`src/rtl/execute_unit_if.sv`:
```
// Handshake and data bundle between the decode/execute register, the execute unit
// and the execute/memory register. master = upstream/downstream driver, slave = execute_unit.
interface execute_unit_if;
  logic        in_valid;
  logic        in_ready;
  logic [2:0]  ALUop_in;
  logic [15:0] srcA_in;
  logic [15:0] srcB_in;
  logic        ni_in;
  logic        wbs_in;
  logic        wme_in;
  logic        wm_in;
  logic        am_in;
  logic [1:0]  mm_in;

  logic        out_valid;
  logic        out_ready;
  logic [15:0] result_out;
  logic        zero_out;
  logic        neg_out;
  logic        carry_out;
  logic        err_out;
  logic        wbs_out;
  logic        wme_out;
  logic        wm_out;
  logic        am_out;
  logic [1:0]  mm_out;
  logic        busy_out;

  modport master (
    output in_valid, ALUop_in, srcA_in, srcB_in, ni_in,
           wbs_in, wme_in, wm_in, am_in, mm_in, out_ready,
    input  in_ready, out_valid, result_out, zero_out, neg_out, carry_out, err_out,
           wbs_out, wme_out, wm_out, am_out, mm_out, busy_out
  );

  modport slave (
    input  in_valid, ALUop_in, srcA_in, srcB_in, ni_in,
           wbs_in, wme_in, wm_in, am_in, mm_in, out_ready,
    output in_ready, out_valid, result_out, zero_out, neg_out, carry_out, err_out,
           wbs_out, wme_out, wm_out, am_out, mm_out, busy_out
  );
endinterface

```
`src/rtl/execute_unit.sv`:
```
// Execute stage of the 16-bit pipelined CPU: single-cycle ALU plus optional iterative MUL.
// Define EXEC_MUL_EN to build the shift-add multiplier; otherwise MUL reports err_out.
module execute_unit (
  input  logic         clk,
  input  logic         rst,
  input  logic         flush,
  execute_unit_if.slave io
);

  localparam logic [2:0] OP_ADD = 3'b000;
  localparam logic [2:0] OP_SUB = 3'b001;
  localparam logic [2:0] OP_AND = 3'b010;
  localparam logic [2:0] OP_OR  = 3'b011;
  localparam logic [2:0] OP_XOR = 3'b100;
  localparam logic [2:0] OP_SHL = 3'b101;
  localparam logic [2:0] OP_SHR = 3'b110;
  localparam logic [2:0] OP_MUL = 3'b111;

  typedef enum logic [0:0] {S_IDLE = 1'b0, S_MUL = 1'b1} state_e;

  typedef struct packed {
    logic       wbs;
    logic       wme;
    logic       wm;
    logic       am;
    logic [1:0] mm;
  } sideband_t;

  typedef struct packed {
    logic [15:0] result;
    logic        zero;
    logic        neg;
    logic        carry;
    logic        err;
  } alu_out_t;

  state_e    state_q, state_d;
  logic      out_valid_q, out_valid_d;
  alu_out_t  res_q, res_d;
  sideband_t sb_q, sb_d;

  sideband_t   sb_in;
  alu_out_t    alu;
  logic [16:0] add_w;
  logic [16:0] sub_w;
  logic        accept;
  logic        is_mul;

  assign sb_in  = {io.wbs_in, io.wme_in, io.wm_in, io.am_in, io.mm_in};
  assign io.in_ready = (state_q == S_IDLE) & (!out_valid_q | io.out_ready) & !flush & !rst;
  assign accept = io.in_valid & io.in_ready;

  // ---------------------------------------------------------------------------
  // Single-cycle ALU
  // ---------------------------------------------------------------------------
  always_comb begin
    // NOTE: every combinational output gets a default first so no path can infer a latch.
    alu   = '0;
    add_w = {1'b0, io.srcA_in} + {1'b0, io.srcB_in};
    // Bit 16 of the 17-bit difference is the unsigned borrow.
    sub_w = {1'b0, io.srcA_in} - {1'b0, io.srcB_in};
    case (io.ALUop_in)
      OP_ADD: begin
        alu.result = add_w[15:0];
        alu.carry  = add_w[16];
      end
      OP_SUB: begin
        alu.result = sub_w[15:0];
        alu.carry  = sub_w[16];
      end
      OP_AND: alu.result = io.srcA_in & io.srcB_in;
      OP_OR:  alu.result = io.srcA_in | io.srcB_in;
      OP_XOR: alu.result = io.srcA_in ^ io.srcB_in;
      OP_SHL: alu.result = io.srcA_in << io.srcB_in[3:0];
      OP_SHR: alu.result = io.srcA_in >> io.srcB_in[3:0];
      default: begin
        alu.result = '0;
`ifndef EXEC_MUL_EN
        alu.err    = 1'b1;
`endif
      end
    endcase
    alu.zero = (alu.result == 16'h0000);
    alu.neg  = alu.result[15];
    // A bubble carries its sideband but reports nothing, not even zero.
    if (io.ni_in) begin
      alu = '0;
    end
  end

  // ---------------------------------------------------------------------------
  // Iterative shift-add multiplier
  // ---------------------------------------------------------------------------
`ifdef EXEC_MUL_EN
  logic [15:0] mcand_q, mcand_d;
  logic [15:0] mplier_q, mplier_d;
  logic [15:0] acc_q, acc_d;
  logic [15:0] acc_next;
  logic [3:0]  cnt_q, cnt_d;
  sideband_t   sb_pend_q, sb_pend_d;

  assign is_mul   = (io.ALUop_in == OP_MUL) & !io.ni_in;
  assign acc_next = acc_q + (mplier_q[cnt_q] ? (mcand_q << cnt_q) : 16'h0000);
  assign io.busy_out = (state_q == S_MUL);
`else
  assign is_mul      = 1'b0;
  assign io.busy_out = 1'b0;
`endif

  // ---------------------------------------------------------------------------
  // Next-state logic
  // ---------------------------------------------------------------------------
  always_comb begin
    state_d     = state_q;
    out_valid_d = out_valid_q & !io.out_ready;
    res_d       = res_q;
    sb_d        = sb_q;
`ifdef EXEC_MUL_EN
    mcand_d     = mcand_q;
    mplier_d    = mplier_q;
    acc_d       = acc_q;
    cnt_d       = cnt_q;
    sb_pend_d   = sb_pend_q;
`endif

    case (state_q)
      S_IDLE: begin
        if (accept) begin
          if (is_mul) begin
`ifdef EXEC_MUL_EN
            state_d   = S_MUL;
            mcand_d   = io.srcA_in;
            mplier_d  = io.srcB_in;
            acc_d     = '0;
            cnt_d     = '0;
            sb_pend_d = sb_in;
`endif
          end else begin
            res_d       = alu;
            sb_d        = sb_in;
            out_valid_d = 1'b1;
          end
        end
      end
      S_MUL: begin
`ifdef EXEC_MUL_EN
        acc_d = acc_next;
        cnt_d = cnt_q + 4'd1;
        if (cnt_q == 4'hF) begin
          state_d     = S_IDLE;
          out_valid_d = 1'b1;
          res_d       = '{result: acc_next, zero: (acc_next == 16'h0000),
                          neg: acc_next[15], carry: 1'b0, err: 1'b0};
          sb_d        = sb_pend_q;
        end
`else
        state_d = S_IDLE;
`endif
      end
      default: state_d = S_IDLE;
    endcase

    // Flush abandons any multiply and drops a pending result.
    if (flush) begin
      state_d     = S_IDLE;
      out_valid_d = 1'b0;
    end
  end

  // ---------------------------------------------------------------------------
  // Registers
  // ---------------------------------------------------------------------------
  always_ff @(posedge clk) begin
    if (rst) begin
      state_q     <= S_IDLE;
      out_valid_q <= 1'b0;
      res_q       <= '0;
      sb_q        <= '0;
    end else begin
      state_q     <= state_d;
      out_valid_q <= out_valid_d;
      res_q       <= res_d;
      sb_q        <= sb_d;
    end
  end

`ifdef EXEC_MUL_EN
  // NOTE: multiplier datapath registers are not reset; they are always loaded on accept
  // before being read, and the state register alone decides whether they matter.
  always_ff @(posedge clk) begin
    mcand_q   <= mcand_d;
    mplier_q  <= mplier_d;
    acc_q     <= acc_d;
    cnt_q     <= cnt_d;
    sb_pend_q <= sb_pend_d;
  end
`endif

  assign io.out_valid  = out_valid_q;
  assign io.result_out = res_q.result;
  assign io.zero_out   = res_q.zero;
  assign io.neg_out    = res_q.neg;
  assign io.carry_out  = res_q.carry;
  assign io.err_out    = res_q.err;
  assign io.wbs_out    = sb_q.wbs;
  assign io.wme_out    = sb_q.wme;
  assign io.wm_out     = sb_q.wm;
  assign io.am_out     = sb_q.am;
  assign io.mm_out     = sb_q.mm;

endmodule

```
`src/flat_wrapper.sv`:
```
// flat-port wrapper written by rule: the top's interface ports become plain ports
module execute_unit_flat 
  (clk, rst, flush, io_in_valid, io_ALUop_in, io_srcA_in, io_srcB_in, io_ni_in, io_wbs_in, io_wme_in, io_wm_in, io_am_in, io_mm_in, io_out_ready, io_in_ready, io_out_valid, io_result_out, io_zero_out, io_neg_out, io_carry_out, io_err_out, io_wbs_out, io_wme_out, io_wm_out, io_am_out, io_mm_out, io_busy_out);
  execute_unit_if io_i ();
  input  logic clk;
  input  logic rst;
  input  logic flush;
  input wire logic [$bits(io_i.in_valid)-1:0] io_in_valid;
  input wire logic [$bits(io_i.ALUop_in)-1:0] io_ALUop_in;
  input wire logic [$bits(io_i.srcA_in)-1:0] io_srcA_in;
  input wire logic [$bits(io_i.srcB_in)-1:0] io_srcB_in;
  input wire logic [$bits(io_i.ni_in)-1:0] io_ni_in;
  input wire logic [$bits(io_i.wbs_in)-1:0] io_wbs_in;
  input wire logic [$bits(io_i.wme_in)-1:0] io_wme_in;
  input wire logic [$bits(io_i.wm_in)-1:0] io_wm_in;
  input wire logic [$bits(io_i.am_in)-1:0] io_am_in;
  input wire logic [$bits(io_i.mm_in)-1:0] io_mm_in;
  input wire logic [$bits(io_i.out_ready)-1:0] io_out_ready;
  output wire logic [$bits(io_i.in_ready)-1:0] io_in_ready;
  output wire logic [$bits(io_i.out_valid)-1:0] io_out_valid;
  output wire logic [$bits(io_i.result_out)-1:0] io_result_out;
  output wire logic [$bits(io_i.zero_out)-1:0] io_zero_out;
  output wire logic [$bits(io_i.neg_out)-1:0] io_neg_out;
  output wire logic [$bits(io_i.carry_out)-1:0] io_carry_out;
  output wire logic [$bits(io_i.err_out)-1:0] io_err_out;
  output wire logic [$bits(io_i.wbs_out)-1:0] io_wbs_out;
  output wire logic [$bits(io_i.wme_out)-1:0] io_wme_out;
  output wire logic [$bits(io_i.wm_out)-1:0] io_wm_out;
  output wire logic [$bits(io_i.am_out)-1:0] io_am_out;
  output wire logic [$bits(io_i.mm_out)-1:0] io_mm_out;
  output wire logic [$bits(io_i.busy_out)-1:0] io_busy_out;
  assign io_i.in_valid = io_in_valid;
  assign io_i.ALUop_in = io_ALUop_in;
  assign io_i.srcA_in = io_srcA_in;
  assign io_i.srcB_in = io_srcB_in;
  assign io_i.ni_in = io_ni_in;
  assign io_i.wbs_in = io_wbs_in;
  assign io_i.wme_in = io_wme_in;
  assign io_i.wm_in = io_wm_in;
  assign io_i.am_in = io_am_in;
  assign io_i.mm_in = io_mm_in;
  assign io_i.out_ready = io_out_ready;
  assign io_in_ready = io_i.in_ready;
  assign io_out_valid = io_i.out_valid;
  assign io_result_out = io_i.result_out;
  assign io_zero_out = io_i.zero_out;
  assign io_neg_out = io_i.neg_out;
  assign io_carry_out = io_i.carry_out;
  assign io_err_out = io_i.err_out;
  assign io_wbs_out = io_i.wbs_out;
  assign io_wme_out = io_i.wme_out;
  assign io_wm_out = io_i.wm_out;
  assign io_am_out = io_i.am_out;
  assign io_mm_out = io_i.mm_out;
  assign io_busy_out = io_i.busy_out;
  execute_unit u_core (.clk(clk), .rst(rst), .flush(flush), .io(io_i));
endmodule
```
`config.mk`:
```
export PLATFORM = sky130hd
export DESIGN_NAME = execute_unit_flat
export DESIGN_NICKNAME = d
export VERILOG_FILES = /design/src/rtl/execute_unit_if.sv /design/src/rtl/execute_unit.sv /design/src/flat_wrapper.sv
export SDC_FILE = /design/constraint.sdc
export NUM_CORES = 1
export LEC_CHECK = 0
export CAP_MARGIN = 20
export CORE_ASPECT_RATIO = 0.8
export CORE_MARGIN = 4
export CORE_UTILIZATION = 51
export DETAILED_ROUTE_END_ITERATION = 6
export PLACE_DENSITY = 0.8
export SYNTH_ARGS = -nofsm -noshare
export SYNTH_HDL_FRONTEND = slang
export SYNTH_SLANG_ARGS = --single-unit
```
`constraint.sdc`:
```
create_clock -name clk -period 5.2 [get_ports clk]
set_input_delay 1.04 -clock clk [delete_from_list [all_inputs] [get_ports clk]]
set_output_delay 1.04 -clock clk [all_outputs]
set_load 0.02 [all_outputs]
```
# ---- After elaboration in Yosys (flattened, before gate mapping)
# Index checks and enable logic that the tools add are counted.
# W data, S select, Z words.
dict set report word_totals {
  in_bits 47
  regBits 27
  output_inout_bits 29
}
dict set report op_classes {
  n_addsub 2
  eq_ne 6
  muxes 5
  n_shift 2
  reduce_logical 8
  bitwise_logic 8
}
# operator count
set op_table {}
lappend op_table {{$pmux W16 S7} 1}
lappend op_table {{$mux W20} 1}
lappend op_table {{$add A16 B16 Y17} 1}
lappend op_table {{$sub A16 B16 Y17} 1}
lappend op_table {{$and A16 B16 Y16} 1}
lappend op_table {{$logic_not A16 Y1} 1}
lappend op_table {{$or A16 B16 Y16} 1}
lappend op_table {{$shl A16 B4 Y16} 1}
lappend op_table {{$shr A16 B4 Y16} 1}
lappend op_table {{$xor A16 B16 Y16} 1}
lappend op_table {{$eq A3 B3 Y1 const B} 3}
lappend op_table {{$reduce_or A7 Y1} 1}
lappend op_table {{$eq A3 B2 Y1 const B} 2}
lappend op_table {{$and A1 B1 Y1} 4}
lappend op_table {{$logic_not A1 Y1} 4}
lappend op_table {{$eq A3 B1 Y1 const B} 1}
lappend op_table {{$logic_not A3 Y1} 1}
lappend op_table {{$mux W1} 2}
lappend op_table {{$pmux W1 S2} 1}
lappend op_table {{$reduce_or A2 Y1} 1}
lappend op_table {{$or A1 B1 Y1} 1}

# ---- Logic depth before layout (Yosys ltp)
# Gate-level depths: netlist of the first run.
dict set report logic_depth {
  word_depth 6
  depth_mapped 14
}

# ---- Worst setup path after synthesis of the first run
# Ideal clock, no wire load.
dict set report synth_timing {
  kind {input port to flip-flop}
  start {in io_srcB_in[1]}
  end {reg u_core.res_q, in the netlist u_core.io.zero_out}
  path_slack_ps 96
  setup_time_ps 84
  n_path_buf 3
  required_ps 5116
  path_stages 14
  arrival_time_ps 5019
  cell_sequence {buf_6 clkinv_1 clkbuf_1 clkbuf_1 fa_1 nor2_1 a21oi_1 o311ai_1 or3_1 or4_1 or4_1 or4_1 or4b_1 o31ai_2}
}
dict set report synth_via {
  elab_chain_len 4
  word_cells_on_any_way 10
  cone_classes {2 x add/sub; 2 x shift; 2 x mux; 3 x bitwise; 1 x reduce/logical}
}
# element line_no
set synth_rtl {}
lappend synth_rtl {{start, declared} flat_wrapper.sv:11} ;# input wire logic [$bits(io_i.srcB_in)-1:0] io_srcB_in;
lappend synth_rtl {{$sub A16 B16 Y17, or another cell as far along} execute_unit.sv:61} ;# sub_w = {1'b0, io.srcA_in} - {1'b0, io.srcB_in};
lappend synth_rtl {{$pmux W16 S7 (*)} execute_unit.sv:62} ;# case (io.ALUop_in)
lappend synth_rtl {{$logic_not A16 Y1 (*)} execute_unit.sv:83} ;# alu.zero = (alu.result == 16'h0000);
lappend synth_rtl {{$mux W20 (*)} execute_unit.sv:86} ;# if (io.ni_in) begin
lappend synth_rtl {{end signal, assigned} execute_unit.sv:182} ;# res_q <= res_d;
lappend synth_rtl {{end, declared} execute_unit.sv:39} ;# alu_out_t res_q, res_d;
# Every way passes the cells marked *; elsewhere a longest branch is shown, timed or not.
# A chain may end at the register's enable or synchronous reset.

# ---- Final worst setup path of the first run
dict set report layout_timing {
  start {in io_srcA_in[0]}
  end {reg u_core.res_q, in the netlist u_core.io.zero_out}
}
dict set report layout_via {
  elab_chain_len 4
  word_cells_on_any_way 10
  cone_classes {2 x add/sub; 2 x shift; 2 x mux; 3 x bitwise; 1 x reduce/logical}
}
# element line_no
set layout_rtl {}
lappend layout_rtl {{start, declared} flat_wrapper.sv:10} ;# input wire logic [$bits(io_i.srcA_in)-1:0] io_srcA_in;
lappend layout_rtl {{$sub A16 B16 Y17, or another cell as far along} execute_unit.sv:61}
lappend layout_rtl {{$pmux W16 S7 (*)} execute_unit.sv:62}
lappend layout_rtl {{$logic_not A16 Y1 (*)} execute_unit.sv:83}
lappend layout_rtl {{$mux W20 (*)} execute_unit.sv:86}
# Marks and branches as above.

==> metrics.md, run 1 <==
| Metric | Value |
|---|---|
| Worst path required time | 5370 ps |
| Wirelength, routed | 17.7 mm |
| Main synth FF type | dfxtp_1 |
| Synth Register Bits | 26 |
| Fmax | 201 MHz |
| Die area | 10900 sq um |
| YS warnings | 0 |
| EDFF count, synth | 0 |
| Initial antenna violation count | 0 |
| Setup violations, final | 0 |
| Max-slew violation count | 0 |
| Ant diodes | 0 |
| # Post-CTS Setup Buffers | 0 |
| FF+latch area | 520 sq um |
| Vias per cell | 6.67 |
| Pwr Total | 0.906 mW |
| Post-synth cell types | 75 |
| DR WL/cell | 21.5 um |
| Core Area | 9080 sq um |
| Fill count | 787 |
| Final clock skew | 4.28 ps |
| Met1 usage in global routing | 44.5% |
| Setup_tns | 0 ps |
| Reg-to-reg startpoint | u_core.io.out_valid$_SDFF_PP0_ |
| First drt pass iteration count | 5 |
| Leak Pwr | 2.46 nW |
| Hold Fails Final Rpt | 0 |
| Die W | 116 um |
| TritonCTS clock tree | built |
| Worst Reg-to-Reg Cells | 8 |
| Maximum root-to-sink buffer count | 2 |
| Gpl congestion | 0.979 |
| Initial Utilization | 52.3% |
| Vias post-DR | 5479 |
| Die height | 94.3 um |
| Hold_buf cts | 0 |
| CP Max Fanout | 3 |
| Clock Pin Slew Worst Setup and Hold Paths | 60 ps |
| CP endpoint kind | flop |
| RSZ-0062 raised after global routing | false |
| Pwr/cell area | 155 nW/um^2 |
| CP arrival | 5150 ps |
| Met3 GRT Util | 5.60% |
| Worst slew pin tran | 1060 ps |
| Fin crit share | 95.8% |
| Layout cells sized above 1 | 11.8% |
| Worst-skew pair later-pin latency | 260 ps |
| Htree depth | 1 |
| PortBufs | 74 |
| Num CTS Buffers | 3 |
| Fin crit period | 4980 ps |
| Row cnt | 31 |
| Met2 Usage GRT | 51.8% |
| MaxCap Viol Count | 0 |
| Cells after Synth | 631 |
| Status | completed |
| I/O pins | 76 |
| Clock Tree Root | clkbuf_16 |
| Worst Hold Endpoint | u_core.io.result_out[3]$_SDFFE_PP0P_ |
| Synth Net Count | 731 |
| Largest net degree at the start of global routing | 37 |
| Area of the multi-input gates | 3830 sq um |
| First-pass GRT wire length | 27.5 mm |
| End of the worst register-to-register path | u_core.io.zero_out$_SDFFE_PP0P_ |
| Final nets | 807 |
| Number of global-route vias before repair | 5089 |
| Critical path class | in2reg |
| Sequential share of the synthesized area | 11.0% |
| Worst Hold Class | reg2reg |
| Post-synthesis async set-or-reset flop share | 0% |
| Clk sinks | 26 |
| Initial DRC Count | 554 |
| Worst Hold Launch | u_core.io.result_out[3]$_SDFFE_PP0P_ |
| DRC viols | 0 |
| Commonest non-fill, non-tap cell in the layout | clkdlybuf4s50_1 |
| Startpoint Class | input pin |
| PostCTS Resize Cnt | 0 |
| Total grt overflow | 0 |
| Layout area overhead | 23.3% |
| Flop-to-flop setup slack | 2170 ps |
| DP HPWL | 14.2 mm |
| Antenna-violating nets left | 0 |
| Syn_area_per_cell | 7.52 sq um |
| Worst hold stages | 2 |
| Synthesized area | 4750 sq um |
| Most used routing layer | met2 |
| GRT Total Usage | 31.9% |
| Relative slew slack | 29.2% |
| Max VDD drop | 0.217 mV |
| Most frequent cells in the layout | clkdlybuf4s50_1 (73), nor2_1 (70), nand2_1 (52) |
## worst max-delay path, stage by stage
cell	delay [ps]
clkdlybuf4s50_1	500
inv_1	80
ha_1	210
fa_1	480
mux2i_1	60
a32oi_1	160
o311ai_1	120
or3_1	420
or4_1	480
or4_1	400
or4_1	480
or4b_1	490
o31ai_2	230
## area by class of cell
cell class,instances,share of cell area [%]
Multi-Input combinational cell,510,65.5
Sequential cell,26,8.90
Clock buffer,4,1.52
Inverter,47,3.02
Timing Repair Buffer,119,18.6
Tap cell,115,2.46
## how the worst max path moves through the flow
| stage | startpoint | endpoint | slack (ps) | depth (start not counted) |
|---|---|---|---|---|
| after floorplan | io_srcB_in[1] | u_core.io.zero_out$_SDFFE_PP0P_ | 100 | 14 |
| after global placement | io_srcA_in[0] | u_core.io.zero_out$_SDFFE_PP0P_ | 90 | 13 |
| after detailed placement | io_srcA_in[0] | u_core.io.zero_out$_SDFFE_PP0P_ | 10 | 13 |
| after CTS | io_srcA_in[0] | u_core.io.zero_out$_SDFFE_PP0P_ | 240 | 13 |
| after global routing | io_srcA_in[0] | u_core.io.zero_out$_SDFFE_PP0P_ | 60 | 13 |
| final | io_srcA_in[0] | u_core.io.zero_out$_SDFFE_PP0P_ | 220 | 13 |
## cells by family after synthesis
kind of cell    share of synthesized area [%]
flops                                    11.0
compound gates                           29.0
fa+ha+maj                                14.3
simple gates                             20.1
buf+inv                                  8.23
other cells                            0.0790
xor+xnor                                 1.11
mux                                      16.2
## layer usage
layer | wire length [um] | share of wire [%]
met1 | 7340 | 42
met2 | 8080 | 46
met3 | 1940 | 11
met4 | 291 | 1.6
met5 | 0 | 0
## per-stage QoR
step	cells	setup slack, ps	utilization, %	hold slack, ps	area (sq um)
finish	821	220	64.5	490	5850
global route	821	55.8	64.5	540	5850
CTS	821	238	64.5	497	5850
detailed placement	817	12.4	63.5	483	5760
global placement	817	89.8	63.5	468	5760
floorplan	631	96.5	-	577	4750
## cell usage after synthesis, types with 6 or more instances
cell / number / area, sq um
o22ai_1: 13 / 81.3
a221o_1: 6 / 60.1
nand2_1: 52 / 195
mux2_1: 11 / 124
a22oi_1: 27 / 203
nor3_1: 19 / 95.1
a211oi_1: 11 / 82.6
nor2b_1: 13 / 81.3
o21ai_0: 16 / 80.1
dfxtp_1: 26 / 521
mux2i_1: 22 / 220
nand3_1: 14 / 70.1
clkbuf_1: 35 / 131
a21o_1: 6 / 45.0
inv_1: 44 / 165
mux4_2: 14 / 315
ha_1: 51 / 638
mux2_2: 7 / 78.8
a31oi_1: 8 / 50.1
a21oi_1: 35 / 175
o211ai_1: 17 / 128
nor2_1: 70 / 263
## power by group
part / internal [mW] / switching (mW)
clock: 0.118 / 0.0695
combinational: 0.217 / 0.296
sequential: 0.204 / 0.00248
## registers in the layout (all words and copies together), names as in the netlist
| signal | count |
|---|---|
| u_core.io.wbs_out | 1 |
| u_core.io.out_valid | 1 |
| u_core.io.am_out | 1 |
| u_core.io.result_out | 16 |
| u_core.io.err_out | 1 |
| u_core.io.wme_out | 1 |
| u_core.io.carry_out | 1 |
| u_core.io.wm_out | 1 |
| u_core.io.zero_out | 1 |
| u_core.io.mm_out | 2 |
Note: power is estimated with default switching activity, not from simulation.
==> run 2, diff against run 1 <==
--- a/config.mk
+++ b/config.mk
@@ -10,6 +10,7 @@
 export CORE_MARGIN = 4
 export CORE_UTILIZATION = 51
 export DETAILED_ROUTE_END_ITERATION = 6
+export GPL_ROUTABILITY_DRIVEN = 1
 export PLACE_DENSITY = 0.8
 export SYNTH_ARGS = -nofsm -noshare
 export SYNTH_HDL_FRONTEND = slang
==> results of run 2 <==
Final layout, timing and power as in run 1 (identical DEF).
==> run 3, diff against run 2 <==
--- a/config.mk
+++ b/config.mk
@@ -6,12 +6,14 @@
 export NUM_CORES = 1
 export LEC_CHECK = 0
 export CAP_MARGIN = 20
+export CELL_PAD_IN_SITES_DETAIL_PLACEMENT = 0
+export CELL_PAD_IN_SITES_GLOBAL_PLACEMENT = 2
 export CORE_ASPECT_RATIO = 0.8
 export CORE_MARGIN = 4
-export CORE_UTILIZATION = 51
+export CORE_UTILIZATION = 29
 export DETAILED_ROUTE_END_ITERATION = 6
 export GPL_ROUTABILITY_DRIVEN = 1
-export PLACE_DENSITY = 0.8
+export PLACE_DENSITY_LB_ADDON = 0.1
 export SYNTH_ARGS = -nofsm -noshare
 export SYNTH_HDL_FRONTEND = slang
 export SYNTH_SLANG_ARGS = --single-unit
==> run 3 against run 2 <==
  * Total power up 6.7%
  * Clock power up 18%
  * Sequential power about the same
  * Setup slack better by 16 ps
  * Combinational power up 5.3%
  * Design area up 4.3%
  * Die area up 69%
  * Register-to-register slack about the same
  * Cell count up 14%
  * Critical endpoint unchanged
  * Largest cell class unchanged
  * Highest routed layer unchanged
==> metrics.md, run 3 (synthesis results as in run 1) <==
| Metric | Value |
|---|---|
| Most frequent cells in the layout | clkdlybuf4s50_1 (73), nor2_1 (70), buf_4 (59) |
| TritonCTS clock tree | built |
| Maximum root-to-sink buffer count | 2 (unchanged) |
| PnR worst setup slack | 237 ps (+16.3 ps) |
| Placement Setup Slack | -47.8 ps (-60.1 ps) |
| Gpl congestion | 0.974 (-0.48%) |
| Crit path largest cell delay | 500 ps (about the same) |
| Num CTS Buffers | 3 (unchanged) |
| DP HPWL | 17.1 mm (+20%) |
| Sequential share of power | 21.3% (-1.5 points) |
| PostCTS Resize Cnt | 0 (unchanged) |
| Clk pwr share | 22.8% (+2.1 points) |
| Hold Fails Final Rpt | 0 (unchanged) |
| Die W | 151 um (+30%) |
| Initial antenna violation count | 0 (unchanged) |
| Worst path buffer plus inverter count | 2 (unchanged) |
| Fill count | 1679 (+110%) |
| Worst slew pin tran | 624 ps (-434 ps) |
| Total grt overflow | 0 (unchanged) |
| Final clock skew | 3.24 ps (-1.03 ps) |
| I/O pins | 76 (unchanged) |
| First drt pass iteration count | 5 (unchanged) |
| Util after Layout | 38.4% (-26 points) |
| Logic gate share of total power | 55.9% (-0.7 points) |
| Largest net degree at the start of global routing | 37 (unchanged) |
| Htree depth | 1 (unchanged) |
| Final nets | 822 (+1.9%) |
| Initial DRC Count | 379 (-32%) |
| Antenna-violating nets left | 0 (unchanged) |
| Placed cell count | 931 (+14%) |
| Area after DPL | 5990 sq um (+4.0%) |
| Wirelength, routed | 20.9 mm (+19%) |
| Setup_tns | 0 ps (unchanged) |
| MaxCap Viol Count | 0 (unchanged) |
| Commonest non-fill, non-tap cell in the layout | clkdlybuf4s50_1 |
| # Post-CTS Setup Buffers | 0 (unchanged) |
| Clk sinks | 26 (unchanged) |
| Leak Pwr | 2.54 nW (+3.3%) |
| Hold_buf cts | 0 (unchanged) |
| DRC viols | 0 (unchanged) |
| Sw Ratio | 39.8% (-0.79 points) |
| GRT Total Usage | 22.1% (-9.8 points) |
| Max VDD drop | 0.184 mV (-15%) |
| Fin crit period | 4960 ps (-16.3 ps) |
| Crit-path leading delay family | simple AND/OR/NAND/NOR gates |
| Die area | 18500 sq um (+69%) |
| Critical path, cell by cell | clkdlybuf4s50_1 > inv_1 > ha_1 > fa_1 > mux2i_1 > a32oi_1 > o311ai_1 > or3_1 > or4_1 > or4_1 > or4_1 > or4b_1 > o31ai_2 |
| PortBufs | 74 (unchanged) |
| Max-slew violation count | 0 (unchanged) |
| Worst Hold Class | reg2reg |
| Vias post-DR | 5401 (-1.4%) |
| Clock Tree Root | clkbuf_16 |
| Layout cells sized above 1 | 13.6% (+1.8 points) |
| CP endpoint kind | flop |
| Pint | 0.582 mW (+8.1%) |
| Max reg flops | 16 (unchanged) |
| Pwr Total | 0.967 mW (+6.7%) |
| Vias per cell | 5.77 (-14%) |
| Layout area overhead | 28.6% |
| RSZ-0062 raised after global routing | false |
| CP Max Fanout | 3 (unchanged) |
| Setup violations, final | 0 (unchanged) |
| Critical path class | in2reg |
| Die height | 122 um (+30%) |
| DR WL/cell | 22.4 um (+4.0%) |
| Startpoint Class | input pin |
| Pwr/cell area | 158 nW/um^2 (+2.3%) |
| Row cnt | 41 (+32%) |
| NetSw | 0.385 mW (+4.7%) |
| Ant diodes | 0 (unchanged) |
| First-pass GRT wire length | 31.5 mm (+14%) |
| CP arrival | 5140 ps (about the same) |
| Number of global-route vias before repair | 5226 (+2.7%) |
| Post-Layout Inst Area | 6100 sq um (+4.3%) |
| Clock Pin Slew Worst Setup and Hold Paths | 60 ps (about the same) |
| Worst path most repeated cell | or4_1 |
| Worst-skew pair later-pin latency | 260 ps (about the same) |
| Worst path slowest cell | clkdlybuf4s50_1 |
| Worst hold slack | 495 ps (+5.79 ps) |
| Core Area | 15900 sq um (+75%) |
| Initial Utilization | 29.8% (-22 points) |
| Fmax | 201 MHz (+0.33%) |
| Worst path required time | 5380 ps (about the same) |
| Status | completed |
| Post-route insts no fill | 936 (+14%) |
| Relative slew slack | 57.9% (+29 points) |
| Fin crit share | 95.5% (-0.31 points) |
run 3: cell type report:
cell class / count / area (sq um) / area share (%)
flip-flops and latches: 26 / 520 / 8.53
clock buffers: 3 / 75.1 / 1.23
repair buffers: 134 / 1200 / 19.6
clock inverters: 1 / 30.0 / 0.492
well taps: 215 / 269 / 4.41
inverters: 47 / 176 / 2.89
multi-input cells: 510 / 3830 / 62.8
run 3: tightest hold or removal path: cells and delay by family, from the launching register on:
kind | cells | cell delay, ps
DFF | 1 | 330
and+or+nand+nor | 1 | 70
AOI/OAI and AO/OA | 1 | 60
run 3: final timing paths:
kind | startpoint | endpoint | slack (ps) | cells after the start
max | io_srcA_in[0] | u_core.io.zero_out$_SDFFE_PP0P_ | 240 | 13
min | u_core.io.err_out$_SDFFE_PP0P_ | u_core.io.err_out$_SDFFE_PP0P_ | 500 | 2
max reg2reg | u_core.io.out_valid$_SDFF_PP0_ | u_core.io.zero_out$_SDFFE_PP0P_ | 2170 | 8
min reg2reg | u_core.io.err_out$_SDFFE_PP0P_ | u_core.io.err_out$_SDFFE_PP0P_ | 500 | 2
run 3: power by group through the flow:
stage / logic [mW] / registers (mW) / clock network, mW
global placement: 0.534 / 0.211 / 0
global route: 0.583 / 0.207 / 0.234
CTS: 0.534 / 0.206 / 0.227
finish: 0.540 / 0.206 / 0.220
detailed placement: 0.531 / 0.211 / 0
floorplan: 0.307 / 0.217 / 0
run 3: routing by layer:
layer	part of all wire [%]	vias to the layer above	routed length (um)	track usage, %
li1	-	2546	-	-
met1	48	2640	10100	33.1
met2	42	194	8880	33.7
met3	7.4	21	1560	3.62
met4	1.7	0	350	3.68
met5	0	-	0	0
